## config.mk

```make
export PLATFORM = sky130hd
export DESIGN_NAME = intr_req_arbiter
export DESIGN_NICKNAME = d
export VERILOG_FILES = /design/src/rtl/intr_arb_pkg.sv /design/src/rtl/intr_req_arbiter_rr_pick.sv /design/src/rtl/intr_req_arbiter.sv
export SDC_FILE = /design/constraint.sdc
export NUM_CORES = 1
export LEC_CHECK = 0
export CAP_MARGIN = 20
export CELL_PAD_IN_SITES_DETAIL_PLACEMENT = 1
export CELL_PAD_IN_SITES_GLOBAL_PLACEMENT = 1
export CORE_MARGIN = 3
export CORE_UTILIZATION = 35
export CTS_CLUSTER_DIAMETER = 200
export DETAILED_ROUTE_END_ITERATION = 16
export HOLD_SLACK_MARGIN = 0.08
export PLACE_DENSITY_LB_ADDON = 0.1
export SYNTH_ARGS = -nofsm -noshare
export SYNTH_HDL_FRONTEND = slang
export SYNTH_SLANG_ARGS = --single-unit
```

## constraint.sdc

```tcl
create_clock -name clock -period 5.57 [get_ports clock]
set_clock_uncertainty 0.15 [all_clocks]
set_input_delay 1.114 -clock clock [delete_from_list [all_inputs] [get_ports clock]]
set_output_delay 1.114 -clock clock [all_outputs]
set_load 0.05 [all_outputs]
```

## src/rtl/intr_arb_pkg.sv

```systemverilog
// Shared definitions for the interrupt request arbiter and the handler FSM.
// State encoding of the arbiter plus the handler cc_mux command codes.
package intr_arb_pkg;

    typedef enum logic [1:0] {
        IDLE    = 2'd0,
        ASSERT  = 2'd1,
        RELEASE = 2'd2,
        HOLDOFF = 2'd3
    } arb_state_e;

    localparam logic [1:0] CC_NOP   = 2'b00;
    localparam logic [1:0] CC_ENIN  = 2'b01;
    localparam logic [1:0] CC_INTR  = 2'b10;
    localparam logic [1:0] CC_ACKIN = 2'b11;

endpackage

```

## src/rtl/intr_req_arbiter_rr_pick.sv

```systemverilog
// Round-robin selector: finds the first set request bit starting at rr_ptr,
// wrapping modulo N_REQ. Purely combinational.
module rr_pick #(
    parameter  int unsigned N_REQ = 4,
    localparam int unsigned ID_W  = $clog2(N_REQ)
) (
    input  logic [N_REQ-1:0] req,
    input  logic [ID_W-1:0]  rr_ptr,
    output logic             found,
    output logic [ID_W-1:0]  id
);

    int unsigned idx;

    // Scan N_REQ positions from rr_ptr; the first hit wins.
    always_comb begin
        found = 1'b0;
        id    = '0;
        idx   = 0;
        for (int unsigned i = 0; i < N_REQ; i++) begin
            idx = (32'(rr_ptr) + i) % N_REQ;
            if (!found && req[ID_W'(idx)]) begin
                found = 1'b1;
                id    = ID_W'(idx);
            end
        end
    end

endmodule

```

## src/rtl/intr_req_arbiter.sv

```systemverilog
// Round-robin arbiter sharing one interrupt-handler FSM among N_REQ sources.
// Grants one source, drives the handler eql line, and holds the grant until
// the handler acknowledges and the source withdraws its request.
// Optional feature macro: INTR_ARB_TIMEOUT_EN (ASSERT/RELEASE timeout, tmo_err).
module intr_req_arbiter
    import intr_arb_pkg::*;
#(
    parameter  int unsigned N_REQ      = 4,
    parameter  int unsigned TMO_CYCLES = 16,
    parameter  int unsigned TMO_W      = 5,
    localparam int unsigned ID_W       = $clog2(N_REQ)
) (
    input  logic             clock,
    input  logic             reset,
    input  logic [N_REQ-1:0] req,
    input  logic [1:0]       hnd_cc_mux,
    output logic             eql,
    output logic [N_REQ-1:0] gnt,
    output logic [ID_W-1:0]  gnt_id,
    output logic             busy,
    output logic             tmo_err
);

    arb_state_e       state, state_nxt;
    logic             eql_nxt;
    logic [N_REQ-1:0] gnt_nxt;
    logic [ID_W-1:0]  gnt_id_nxt;
    logic             busy_nxt;
    logic             tmo_err_nxt;
    logic [ID_W-1:0]  rr_ptr, rr_ptr_nxt;

    logic             pick_found;
    logic [ID_W-1:0]  pick_id;
    logic             ack;
    logic             cur_req;
    logic             tmo_hit;

    assign ack     = (hnd_cc_mux == CC_ACKIN);
    assign cur_req = req[gnt_id];

    rr_pick #(
        .N_REQ (N_REQ)
    ) u_rr_pick (
        .req    (req),
        .rr_ptr (rr_ptr),
        .found  (pick_found),
        .id     (pick_id)
    );

`ifdef INTR_ARB_TIMEOUT_EN
    logic [TMO_W-1:0] tmo_cnt;
    logic             cnt_clr;
    logic             cnt_inc;

    // Counter restarts on every state change, so each ASSERT/RELEASE entry starts at zero.
    assign cnt_clr = (state_nxt != state);
    assign cnt_inc = (state == ASSERT) || (state == RELEASE);
    assign tmo_hit = cnt_inc && (tmo_cnt == TMO_W'(TMO_CYCLES - 1));

    // Timeout counter for the ASSERT and RELEASE phases.
    always_ff @(posedge clock) begin
        if (!reset || cnt_clr) begin
            tmo_cnt <= '0;
        end else if (cnt_inc) begin
            tmo_cnt <= tmo_cnt + 1'b1;
        end
    end
`else
    localparam int unsigned UNUSED_TMO_CFG = TMO_CYCLES + TMO_W;
    assign tmo_hit = 1'b0;
`endif

    // State and registered outputs.
    always_ff @(posedge clock) begin
        if (!reset) begin
            state   <= IDLE;
            eql     <= 1'b0;
            gnt     <= '0;
            gnt_id  <= '0;
            busy    <= 1'b0;
            tmo_err <= 1'b0;
            rr_ptr  <= '0;
        end else begin
            state   <= state_nxt;
            eql     <= eql_nxt;
            gnt     <= gnt_nxt;
            gnt_id  <= gnt_id_nxt;
            busy    <= busy_nxt;
            tmo_err <= tmo_err_nxt;
            rr_ptr  <= rr_ptr_nxt;
        end
    end

    // Next-state and next-output logic.
    always_comb begin
        state_nxt   = state;
        eql_nxt     = eql;
        gnt_nxt     = gnt;
        gnt_id_nxt  = gnt_id;
        busy_nxt    = busy;
        tmo_err_nxt = tmo_err;
        rr_ptr_nxt  = rr_ptr;

        unique case (state)
            IDLE: begin
                eql_nxt  = 1'b0;
                busy_nxt = 1'b0;
                if (pick_found) begin
                    state_nxt  = ASSERT;
                    eql_nxt    = 1'b1;
                    busy_nxt   = 1'b1;
                    gnt_nxt    = {{(N_REQ-1){1'b0}}, 1'b1} << pick_id;
                    gnt_id_nxt = pick_id;
                    if (pick_id == ID_W'(N_REQ - 1)) begin
                        rr_ptr_nxt = '0;
                    end else begin
                        rr_ptr_nxt = pick_id + 1'b1;
                    end
                end
            end

            ASSERT: begin
                if (!cur_req || ack) begin
                    state_nxt = RELEASE;
                    eql_nxt   = 1'b0;
                end else if (tmo_hit) begin
                    state_nxt   = RELEASE;
                    eql_nxt     = 1'b0;
                    tmo_err_nxt = 1'b1;
                end
            end

            RELEASE: begin
                eql_nxt = 1'b0;
                if (!ack && !cur_req) begin
                    state_nxt  = HOLDOFF;
                    gnt_nxt    = '0;
                    gnt_id_nxt = '0;
                end else if (tmo_hit) begin
                    state_nxt   = HOLDOFF;
                    gnt_nxt     = '0;
                    gnt_id_nxt  = '0;
                    tmo_err_nxt = 1'b1;
                end
            end

            HOLDOFF: begin
                state_nxt = IDLE;
                eql_nxt   = 1'b0;
                busy_nxt  = 1'b0;
            end

            default: begin
                state_nxt = IDLE;
            end
        endcase
    end

endmodule

```

==> impl_metrics.json <==
{
  "whs_ns": 0.321,
  "cap_violations": 0,
  "ant_nets": 0,
  "vias_per_cell": 5.25,
  "finalSetupViolations": 0,
  "postSynthCellCount": 93,
  "synth-xor-area-share_pct": 0,
  "cts_tree": "built",
  "drt_iter0_markers": 3,
  "syn_area_per_cell_um2": 8.57,
  "initial_core_util_pct": 38.7,
  "antenna_cells": 0,
  "clk_pin_slew_worst_paths_ns": 0.08,
  "grt_max_degree": 16,
  "cts_resized": 0,
  "dr.pass1.iters": 3,
  "synth_top_family_by_area": "simple AND/OR/NAND/NOR gates",
  "ctsHoldBuffers": 0,
  "synth.area.top_cells": "dfxtp_1 30%, ha_1 13%, mux2i_1 7.5%, nand2_1 5.2%, a21oi_1 3.8%",
  "p_leak_nw": 0.384,
  "finalSetupTns_ns": 0,
  "cts-root-buf": "clkbuf_4",
  "fin_area_um2": 988,
  "outcome": "finished, final reports clean",
  "gp_congestion": 0.728,
  "synth-async-reset-ratio_pct": 0,
  "synth_top_area_share_pct": 30.1,
  "synthAdderAreaFrac_pct": 12.6,
  "grt_pass1_vias": 700,
  "drc_errors": 0,
  "path_max_fanout": 6,
  "vias": 709,
  "required_ns": 5.57,
  "grt_overflow": 0,
  "core_mm2": 0.00206,
  "routed_wl_um": 1830,
  "cp-start-kind": "input pin",
  "syn_nets": 109,
  "die_h_um": 53.7,
  "hold_class": "flip-flop to flip-flop",
  "synthSimpleGateAreaFrac_pct": 20.9,
  "critical_path_class": "input pin to flip-flop",
  "rsz0062_at_grt": "no",
  "synth.cell_area_um2": 797,
  "numCtsBuffers": 3,
  "synthMuxAreaShare_pct": 10.8,
  "synthFlopType": "dfxtp_1",
  "area_growth_pct": 24.0,
  "synth_compound_area_share_pct": 19.9,
  "ctsLongestPathBuffers": 2,
  "synth_cell_type_count": 34,
  "h-tree-depth": 1,
  "cts.sinks": 12,
  "power_per_cell_area_mw_per_mm2": 559,
  "die_w_um": 53.7,
  "place_hpwl_um": 1510,
  "fin_nets": 126,
  "cts_setup_buffers": 0,
  "instances_no_fill": 135,
  "insertion_delay_ns": 0.27,
  "synth-seq-area-share_pct": 30.1,
  "ys_warn_count": 0,
  "num_rows": 16,
  "netlist_top_cells_count": "12 x dfxtp_1, 11 x nand2_1, 8 x ha_1, 7 x inv_1, 7 x nor2_1",
  "irDropWorstVdd_mv": 0.308,
  "grt_pass1_wl_um": 3420,
  "max_freq_ghz": 0.343,
  "max-slew-margin-rel_pct": 64.2,
  "final.min_clock_period_ns": 2.92,
  "slew_viol_final": 0,
  "wl_per_cell_um": 13.6,
  "fin_crit_sh_pct": 52.4,
  "antenna_found_initial": 0,
  "post_dp_cell_area_um2": 966,
  "worst_pin_slew_ns": 0.535,
  "drive_gt1_share_pct": 5.56,
  "dieArea_mm2": 0.00289,
  "yosysTopAreaCell": "dfxtp_1",
  "port_buffers": 15,
  "ioPinCount": 17,
  "grt_usage_pct": 16.3,
  "crit_path_end_kind": "flip-flop",
  "critPathArrivalTime_ns": 2.92,
  "timing.final.hold_violations": 0,
  "synthMostInstantiatedCell": "dfxtp_1",
  "synth_enable_flop_cells": 0,
  "synth_seq_cells": 12,
  "dp_cells": 132
}
==> cell type report <==
type | instances | area (um^2)
Clock buffer | 3 | 22.5
Tap cell | 27 | 33.8
Multi-Input combinational cell | 71 | 515
Fill cell | 253 | 1070
Sequential cell | 12 | 240
Inverter | 7 | 26.3
Timing Repair Buffer | 15 | 150
==> per-stage QoR <==
step                      utilization (%)  worst slack [ns]  total power (W)
final                                47.9              2.65         0.000552
after global placement               46.8              2.43         0.000495
after floorplan                         -              3.18         0.000407
after global routing                 47.9              2.48         0.000605
after detailed placement             46.8              2.34         0.000505
after CTS                            47.9              2.63         0.000560
==> logic make-up (layout without fill, tap and decap cells) <==
kind of cell,count (synthesis),after routing
AND/OR/NAND/NOR,32,32
AO/OA/AOI/OAI,23,23
flip-flops,12,12
buffers and inverters,10,25
adder cells (fa/ha/maj),8,8
multiplexers,7,7
other,1,1
==> state kept, by name (all words and copies together) (netlist names) <==
| name | count |
|---|---|
| eql | 1 |
| gnt | 4 |
| rr_ptr | 2 |
| busy | 1 |
| state | 2 |
| gnt_id | 2 |
==> power breakdown <==
part	internal [W]	switching (W)
Sequential	0.000121	0.0000325
Combinational	0.000137	0.000208
Clock	0.0000250	0.0000289
==> final timing paths <==
path	startpoint	to	slack, ns	cells past startpoint
setup / recovery	req[2]	gnt[0]$_SDFFE_PN0P_	2.65	8
setup reg to reg	rr_ptr[1]$_SDFFE_PN0P_	gnt[0]$_SDFFE_PN0P_	3.58	7
hold / removal	gnt[3]$_SDFFE_PN0P_	gnt[3]$_SDFFE_PN0P_	0.32	2
hold reg to reg	gnt[3]$_SDFFE_PN0P_	gnt[3]$_SDFFE_PN0P_	0.32	2
==> routing by layer <==
layer | GRT usage [%] | routed length, um | up-vias
met5 | 0 | 0 | -
met4 | 2.55 | 9 | 0
met3 | 4.99 | 61 | 2
met2 | 25.8 | 890 | 9
met1 | 21.8 | 871 | 335
li1 | - | - | 363
==> worst max-delay path, cell delays in order <==
cell and delay, ns:
clkdlybuf4s50_1 0.54, mux2i_1 0.21, nor2_1 0.07, nor4_1 0.45
inv_1 0.15, ha_1 0.23, nand4_1 0.06, o21ai_0 0.10
==> placed cells by master, fill, tap and decap left out, types with 2 or more instances in the layout <==
cell | netlist | final
clkdlybuf4s50_1 | 0 | 15
dfxtp_1 | 12 | 12
nand2_1 | 11 | 11
ha_1 | 8 | 8
nor2_1 | 7 | 7
inv_1 | 7 | 7
mux2i_1 | 6 | 6
a21oi_1 | 6 | 6
o21ai_0 | 4 | 4
nand4_1 | 3 | 3
clkbuf_4 | 0 | 3
nand2b_1 | 2 | 2
nand3_1 | 2 | 2
nor3_1 | 2 | 2
(Power assumes the default switching activity.)
